[config.mk]
export PLATFORM = sky130hd
export DESIGN_NAME = ram_arbiter
export DESIGN_NICKNAME = d
export VERILOG_FILES = /design/src/rtl/ram_arbiter.sv
export SDC_FILE = /design/constraint.sdc
export NUM_CORES = 1
export LEC_CHECK = 0
export CORE_ASPECT_RATIO = 0.9
export CORE_MARGIN = 3
export CORE_UTILIZATION = 40
export CTS_CLUSTER_SIZE = 28
export DETAILED_ROUTE_END_ITERATION = 7
export PLACE_DENSITY = 0.85
export SLEW_MARGIN = 20
export SYNTH_ARGS = -nofsm -noshare
export SYNTH_HDL_FRONTEND = slang
export SYNTH_SLANG_ARGS = --single-unit
[constraint.sdc]
create_clock -name clk -period 2.36 [get_ports clk]
set_clock_uncertainty 0.1 [all_clocks]
set_input_delay 0.472 -clock clk [delete_from_list [all_inputs] [get_ports clk]]
set_output_delay 0.472 -clock clk [all_outputs]
set_load 0.01 [all_outputs]
[src/rtl/ram_arbiter.sv]
// ram_arbiter: two-port round-robin front end for the CPU's single-port RAM.
// Port 0 is instruction fetch and port 1 is load/store or the debug loader.
// Every RAM cycle is sequenced here. The granted port receives a one-cycle
// ack, plus rvalid/rdata when the access is a read.
module ram_arbiter #(
   parameter int ADDR_W = 32,
   parameter int DATA_W = 32,
   parameter int RD_LAT = 1    // cycles cs/oe are held before rdata is valid, must be >= 1
)(
   input  logic              clk,
   input  logic              rst_n,
   input  logic              i_m0_req,
   input  logic              i_m0_we,
   input  logic [ADDR_W-1:0] i_m0_addr,
   input  logic [DATA_W-1:0] i_m0_wdata,
   output logic              o_m0_ack,
   output logic              o_m0_rvalid,
   output logic [DATA_W-1:0] o_m0_rdata,
   input  logic              i_m1_req,
   input  logic              i_m1_we,
   input  logic [ADDR_W-1:0] i_m1_addr,
   input  logic [DATA_W-1:0] i_m1_wdata,
   output logic              o_m1_ack,
   output logic              o_m1_rvalid,
   output logic [DATA_W-1:0] o_m1_rdata,
   output logic              o_ram_cs,
   output logic              o_ram_we,
   output logic              o_ram_oe,
   output logic [ADDR_W-1:0] o_ram_addr,
   output logic [DATA_W-1:0] o_ram_wdata,
   input  logic [DATA_W-1:0] i_ram_rdata
);

   localparam int              CNT_W  = (RD_LAT > 1) ? $clog2(RD_LAT) : 1;
   localparam logic [CNT_W-1:0] CNT_RD = CNT_W'(RD_LAT - 1);

   typedef enum logic [1:0] {IDLE, ACCESS, RESP} state_t;

   state_t           r_state;
   logic             r_ptr;     // port that wins the next tie
   logic             r_gnt;     // port owning the current transaction
   logic             r_we;
   logic [CNT_W-1:0] r_cnt;

   logic              w_any;
   logic              w_gnt;
   logic              w_sel_we;
   logic [ADDR_W-1:0] w_sel_addr;
   logic [DATA_W-1:0] w_sel_wdata;

   // Arbitration: a lone requester wins outright, and a tie goes to r_ptr
   always_comb begin
      w_any       = i_m0_req | i_m1_req;
      w_gnt       = (i_m0_req & i_m1_req) ? r_ptr : i_m1_req;
      w_sel_we    = w_gnt ? i_m1_we    : i_m0_we;
      w_sel_addr  = w_gnt ? i_m1_addr  : i_m0_addr;
      w_sel_wdata = w_gnt ? i_m1_wdata : i_m0_wdata;
   end

   // Access sequencer. The RAM outputs also act as the latched addr/wdata
   // and stay frozen for the whole ACCESS state. Read data is loaded directly
   // into the owning port's rdata register on the final ACCESS edge, so the
   // other port's rdata holds its old value.
   always_ff @(posedge clk or negedge rst_n) begin
      if (!rst_n) begin
         r_state     <= IDLE;
         r_ptr       <= 1'b0;
         r_gnt       <= 1'b0;
         r_we        <= 1'b0;
         r_cnt       <= '0;
         o_m0_ack    <= 1'b0;
         o_m0_rvalid <= 1'b0;
         o_m0_rdata  <= '0;
         o_m1_ack    <= 1'b0;
         o_m1_rvalid <= 1'b0;
         o_m1_rdata  <= '0;
         o_ram_cs    <= 1'b0;
         o_ram_we    <= 1'b0;
         o_ram_oe    <= 1'b0;
         o_ram_addr  <= '0;
         o_ram_wdata <= '0;
      end else begin
         case (r_state)
            IDLE: begin
               if (w_any) begin
                  r_gnt       <= w_gnt;
                  r_ptr       <= ~w_gnt;
                  r_we        <= w_sel_we;
                  r_cnt       <= w_sel_we ? '0 : CNT_RD;
                  o_ram_cs    <= 1'b1;
                  o_ram_we    <= w_sel_we;
                  o_ram_oe    <= ~w_sel_we;
                  o_ram_addr  <= w_sel_addr;
                  o_ram_wdata <= w_sel_wdata;
                  r_state     <= ACCESS;
               end
            end
            ACCESS: begin
               if (r_cnt == '0) begin
                  o_ram_cs    <= 1'b0;
                  o_ram_we    <= 1'b0;
                  o_ram_oe    <= 1'b0;
                  o_ram_addr  <= '0;
                  o_ram_wdata <= '0;
                  if (!r_gnt) begin
                     o_m0_ack    <= 1'b1;
                     o_m0_rvalid <= ~r_we;
                     if (!r_we) o_m0_rdata <= i_ram_rdata;
                  end else begin
                     o_m1_ack    <= 1'b1;
                     o_m1_rvalid <= ~r_we;
                     if (!r_we) o_m1_rdata <= i_ram_rdata;
                  end
                  r_state <= RESP;
               end else begin
                  r_cnt <= r_cnt - CNT_W'(1);
               end
            end
            RESP: begin
               o_m0_ack    <= 1'b0;
               o_m0_rvalid <= 1'b0;
               o_m1_ack    <= 1'b0;
               o_m1_rvalid <= 1'b0;
               r_state     <= IDLE;
            end
            default: r_state <= IDLE;
         endcase
      end
   end

endmodule

== Word-level counts from Yosys, hierarchy flattened ==
Cells that the tools add are included.
Widths: inputs -> output; s select.

* Bitwise logic cells: 7
* Reduce and logical (&&, ||, !) cells: 11
* Equality and inequality tests: 6
* Multiplexer cells: 34
* Add/subtract/negate cells: 1

{| class="wikitable"
|+ Operators with widths
! kind !! count
|-
| $mux 32 || 5
|-
| $pmux 32 s2 || 2
|-
| $mux 1 || 16
|-
| $pmux 1 s2 || 8
|-
| $reduce_and 3->1 || 3
|-
| $ne 2x2->1 const B || 4
|-
| $reduce_and 4->1 || 2
|-
| $reduce_and 2->1 || 3
|-
| $not 1->1 || 5
|-
| $mux 2 || 2
|-
| $pmux 2 s2 || 1
|-
| $reduce_bool 2->1 || 2
|-
| $eq 2x1->1 const B || 1
|-
| $eq 2x2->1 const B || 1
|-
| $logic_not 2->1 || 1
|-
| $and 1x1->1 || 1
|-
| $or 1x1->1 || 1
|-
| $sub 1x1->1 const B || 1
|}

* Output and inout port bits: 135
* Word-level logic and storage cells: 75
* Register bits: 141
* Bits of input ports: 166

== Logic depth before layout (Yosys ltp) ==
* Word-level depth: 6
* Gate-level depth with buffers: 6
* Mapped depth without buffers: 4

== Least setup slack after synthesis ==
OpenSTA, ideal clock, no wires.

* Kind: register -> register
* Start point: register r_state[1]
* End point: register o_m1_rdata[11]
* Path slack: 0.704 ns
* Library setup time: 0.125 ns
* Period minus slack after synthesis: 1.656 ns
* Stages on the path, launching flop included: 7
* Arrival time: 1.432 ns
* Path buffers: 2
* Data required time: 2.135 ns
* Cell sequence: dfrtp_1 buf_2 inv_2 nand2_2 nor3_4 buf_6 mux2_2

* Word-level cells in the longest chain between the ends: 2

{| class="wikitable"
|+ Ends and longest elaborated chain
! what !! line !! source
|-
| from (decl) || 39 || <nowiki>state_t r_state;</nowiki>
|-
| from (signal assigned) || 66 || <nowiki>r_state <= IDLE;</nowiki>
|-
| from (signal assigned) || 95 || <nowiki>r_state <= ACCESS;</nowiki>
|-
| from (signal assigned) || 114 || <nowiki>r_state <= RESP;</nowiki>
|-
| $eq 2x1->1 || 83 || <nowiki>case (r_state)</nowiki>
|-
| $reduce_and 4->1 (no source line) || n/a ||
|-
| to (signal assigned) || 112 || <nowiki>if (!r_we) o_m1_rdata <= i_ram_rdata;</nowiki>
|-
| to (decl) || 25 || <nowiki>output logic [DATA_W-1:0] o_m1_rdata,</nowiki>
|}

Every way passes these cells.
A chain may end at the register's enable or synchronous reset.

== Worst setup path in the final report ==
* Start point: register o_m0_ack
* End point: output o_m0_ack

{| class="wikitable"
|+ RTL lines
! what !! line !! source
|-
| from (decl) || 16 || <nowiki>output logic o_m0_ack,</nowiki>
|-
| from (signal assigned) || 71 || <nowiki>o_m0_ack <= 1'b0;</nowiki>
|-
| from (signal assigned) || 106 || <nowiki>o_m0_ack <= 1'b1;</nowiki>
|-
| from (signal assigned) || 120 || <nowiki>o_m0_ack <= 1'b0;</nowiki>
|}

No word-level cell between the ends.

==> flow_summary.yaml <==
synthesis:
  synth-xor-area-share_pct: 0
  synth_mux_area_share_pct: 23.22
  synthSimpleGateAreaFrac_pct: 5.527
  postSynthCellCount: 462
  synthesis.nets: 628
  ys_ff_latch: 140
  synth_compound_area_share_pct: 7.939
  yosysUniqueCellTypes: 30
  synth_area_leader_cell: "dfrtp_1"
  ys_seq_area_share_pct: 59.75
  synth_top_area_share_pct: 59.75
  yosys_warnings: 0
  synth_top_family_by_area: "multiplexers"
  avgSynthCellArea_sq_um: 12.69
  yosys-top-cells-area: "dfrtp_1, mux2_2, mux2i_1"
  syn_area_sq_mm: 0.005863
  yosys.area_share.adder_pct: 0
floorplanning:
  pin_count: 301
  dieHeight_um: 120.9
  dieArea_sq_mm: 0.01615
  die-width_um: 133.6
  placementRows: 41
  start_util_pct: 41.41
  core_sq_mm: 0.01416
power_and_ir_drop:
  comb_power_share_pct: 43.5
  clock_power_share_pct: 22.9
  ir_drop_uv: 662.1
  p_leak_nw: 4.265
  power_frac_seq_pct: 33.5
  power_density_mw_per_mm2: 1315
  switching_share_pct: 32.72
  power.switching_w: 0.004216
  intPower_w: 0.008671
cts:
  clk_pin_slew_ns: 0.06
  cts_tree: "yes"
  cts-root-buf: "clkbuf_16"
  cts_buffers: 17
  cts_sinks: 140
  clock_path_buffers: 2
  cts_resized: 0
  worstSkewPairLatency_ns: 0.41
  htreeDepth: 4
route:
  avgRoutedWirePerCell_um: 18.40
  final_antenna_net_count: 0
  drc_errors: 0
  dr_total_vias: 4817
  vias_per_cell: 4.946
  drtPass1Iterations: 5
  dr.first_iter.drc_count: 184
  wl_um: 17920
global_route:
  grt_use_total_pct: 22.13
  grt_pass1_wl_um: 28050
  antenna_found_initial: 1
  grt_max_degree: 74
  grt_pass1_vias: 5243
  grt-ovfl-total: 0
cells_and_area:
  stdcell_count: 974
  area_growth_pct: 67.20
  drive_gt1_share_pct: 14.49
  seqCellArea_sq_mm: 0.003503
  num-fill-cells: 1018
  nets: 933
  multi_input_area_sq_mm: 0.002166
setup_path:
  cp-start-kind: "flop"
  cp_cell_sequence: "clkdlybuf4s50_1"
  critPathKind: "reg -> out"
  crit_cells: 1
  required_ns: 1.79
  endpoint_kind: "output pin"
  cp_num_buf_inv: 1
  crit_family: "buffers and inverters"
  reg2reg_depth: 4
  critical-path-max-stage-delay_ns: 0.63
  worstPathMaxFanout: 3
  crit_arrival_ns: 1.42
  crit_slowest_cell: "clkdlybuf4s50_1"
sta:
  fin_setup_tns_ns: 0
  worstMarginPinSlew_ns: 0.4236
  post-route-min-period_ns: 1.989
  slew_headroom_pct: 71.76
  clock.fmax_mhz: 502.9
  rsz0062_at_grt: "no"
  final_max_slew_viol_count: 0
  setup_viol: 0
  fin_crit_sh_pct: 84.26
  hold_viol_final: 0
outcome:
  status: "completed"
job:
  maxCapViolations: 0
placement:
  port_buffers: 300
  hpwlAfterDp_um: 13590
  placed_cells: 940
  gp_congestion: 0.7840
worst_hold_path:
  hold_class: "reg -> reg"
  holdPathStages: 2
==> power by group through the flow <==
stage          Clock, W  Combinational (W)  Sequential [W]
3_5_place_dp          0            0.00564         0.00435
2_1_floorplan         0            0.00188         0.00475
6_report        0.00296            0.00561         0.00432
5_1_grt         0.00313            0.00597         0.00447
4_1_cts         0.00302            0.00568         0.00433
3_3_place_gp          0            0.00548         0.00424
==> sequential cells by signal, indices dropped and copies added (netlist names), 2 cells and up <==
name	cells
o_m0_rdata	32
r_state	2
o_ram_wdata	32
o_m1_rdata	32
o_ram_addr	32
==> area by class of cell <==
class | instances | share of cell area (%)
Sequential cell | 140 | 35.74
Timing Repair Buffer | 314 | 32.76
Multi-Input combinational cell | 289 | 22.09
Clock buffer | 17 | 4.340
Tap cell | 193 | 2.463
Clock inverter | 15 | 2.387
Inverter | 5 | 0.1914
Antenna cell | 1 | 0.02553
==> cells by family after synthesis <==
group,count (synthesis)
and+or+nand+nor,78
muxes,128
DFF,140
AOI/OAI and AO/OA,83
buffers and inverters,33
==> cell usage after synthesis (all sizes together) <==
| master | n |
|---|---|
| o211ai | 1 |
| o21a | 1 |
| mux2i | 64 |
| buf | 18 |
| clkbuf | 10 |
| a21oi | 5 |
| o32ai | 1 |
| nor3 | 3 |
| a31oi | 1 |
| a311o | 1 |
| o21ai | 68 |
| mux2 | 64 |
| dfrtp | 140 |
| nor2 | 1 |
| inv | 5 |
| nand2b | 1 |
| a21boi | 1 |
| a32o | 1 |
| o211a | 1 |
| o31ai | 2 |
| nand2 | 73 |
==> metal layers <==
layer / share of wire, % / vias to the layer above / GRT usage, %
met5: 0 / - / 0
met4: 1.3 / 0 / 5.848
met3: 7.3 / 17 / 7.463
met2: 54 / 201 / 40.42
met1: 37 / 2369 / 24.80
li1: - / 2230 / -
==> stage by stage <==
step | hold slack [ns] | setup WS (ns) | instance area, sq um | total power, W | utilization, %
floorplan | 0.07641 | 0.7037 | 5863 | 0.006627 | -
global placement | 0.3614 | 0.2609 | 9131 | 0.009722 | 64.49
detailed placement | 0.3681 | 0.1778 | 9131 | 0.009994 | 64.49
CTS | 0.3856 | 0.3303 | 9801 | 0.01303 | 69.22
global route | 0.4025 | 0.3039 | 9803 | 0.01357 | 69.24
finish | 0.3808 | 0.3715 | 9803 | 0.01289 | 69.24
==> worst register-to-register path: cells and delay by family (launching register included) <==
| family | cells | cell delay [ns] |
|---|---|---|
| DFF | 1 | 0.60 |
| muxes | 1 | 0.39 |
| and+or+nand+nor | 2 | 0.39 |
| buffers and inverters | 1 | 0.24 |
==> worst paths after layout <==
check	from	end	slack, ns
hold reg to reg	o_ram_wdata[31]	o_ram_wdata[31]	0.38
setup reg to reg	r_state[0]	o_m1_rdata[7]	0.52
hold / removal	o_ram_wdata[31]	o_ram_wdata[31]	0.38
setup / recovery	o_m0_ack	o_m0_ack	0.37
min in group asynchronous	rst_n	o_ram_wdata[21]	0.56
max in group asynchronous	rst_n	o_m1_ack	1.27
==> placed cells by master (no fill, tap or decap), types with 2 or more instances in the layout <==
master,count
clkinv_4,2
o21ai_0,49
clkinvlp_4,2
o21ai_1,18
buf_4,5
bufinv_16,5
nor3_4,2
a21oi_1,5
mux2_2,60
inv_1,4
clkbuf_16,17
nand2_1,71
dfrtp_1,140
mux2i_1,64
mux2_1,4
inv_6,4
buf_12,8
clkdlybuf4s50_1,299
==> what timing repair did <==
action	in CTS	in global routing
setup buffers	0	0
hold buffers	1	0
endpoints found under the hold margin	140	0
No activity file was read; power rests on OpenSTA's default activity.
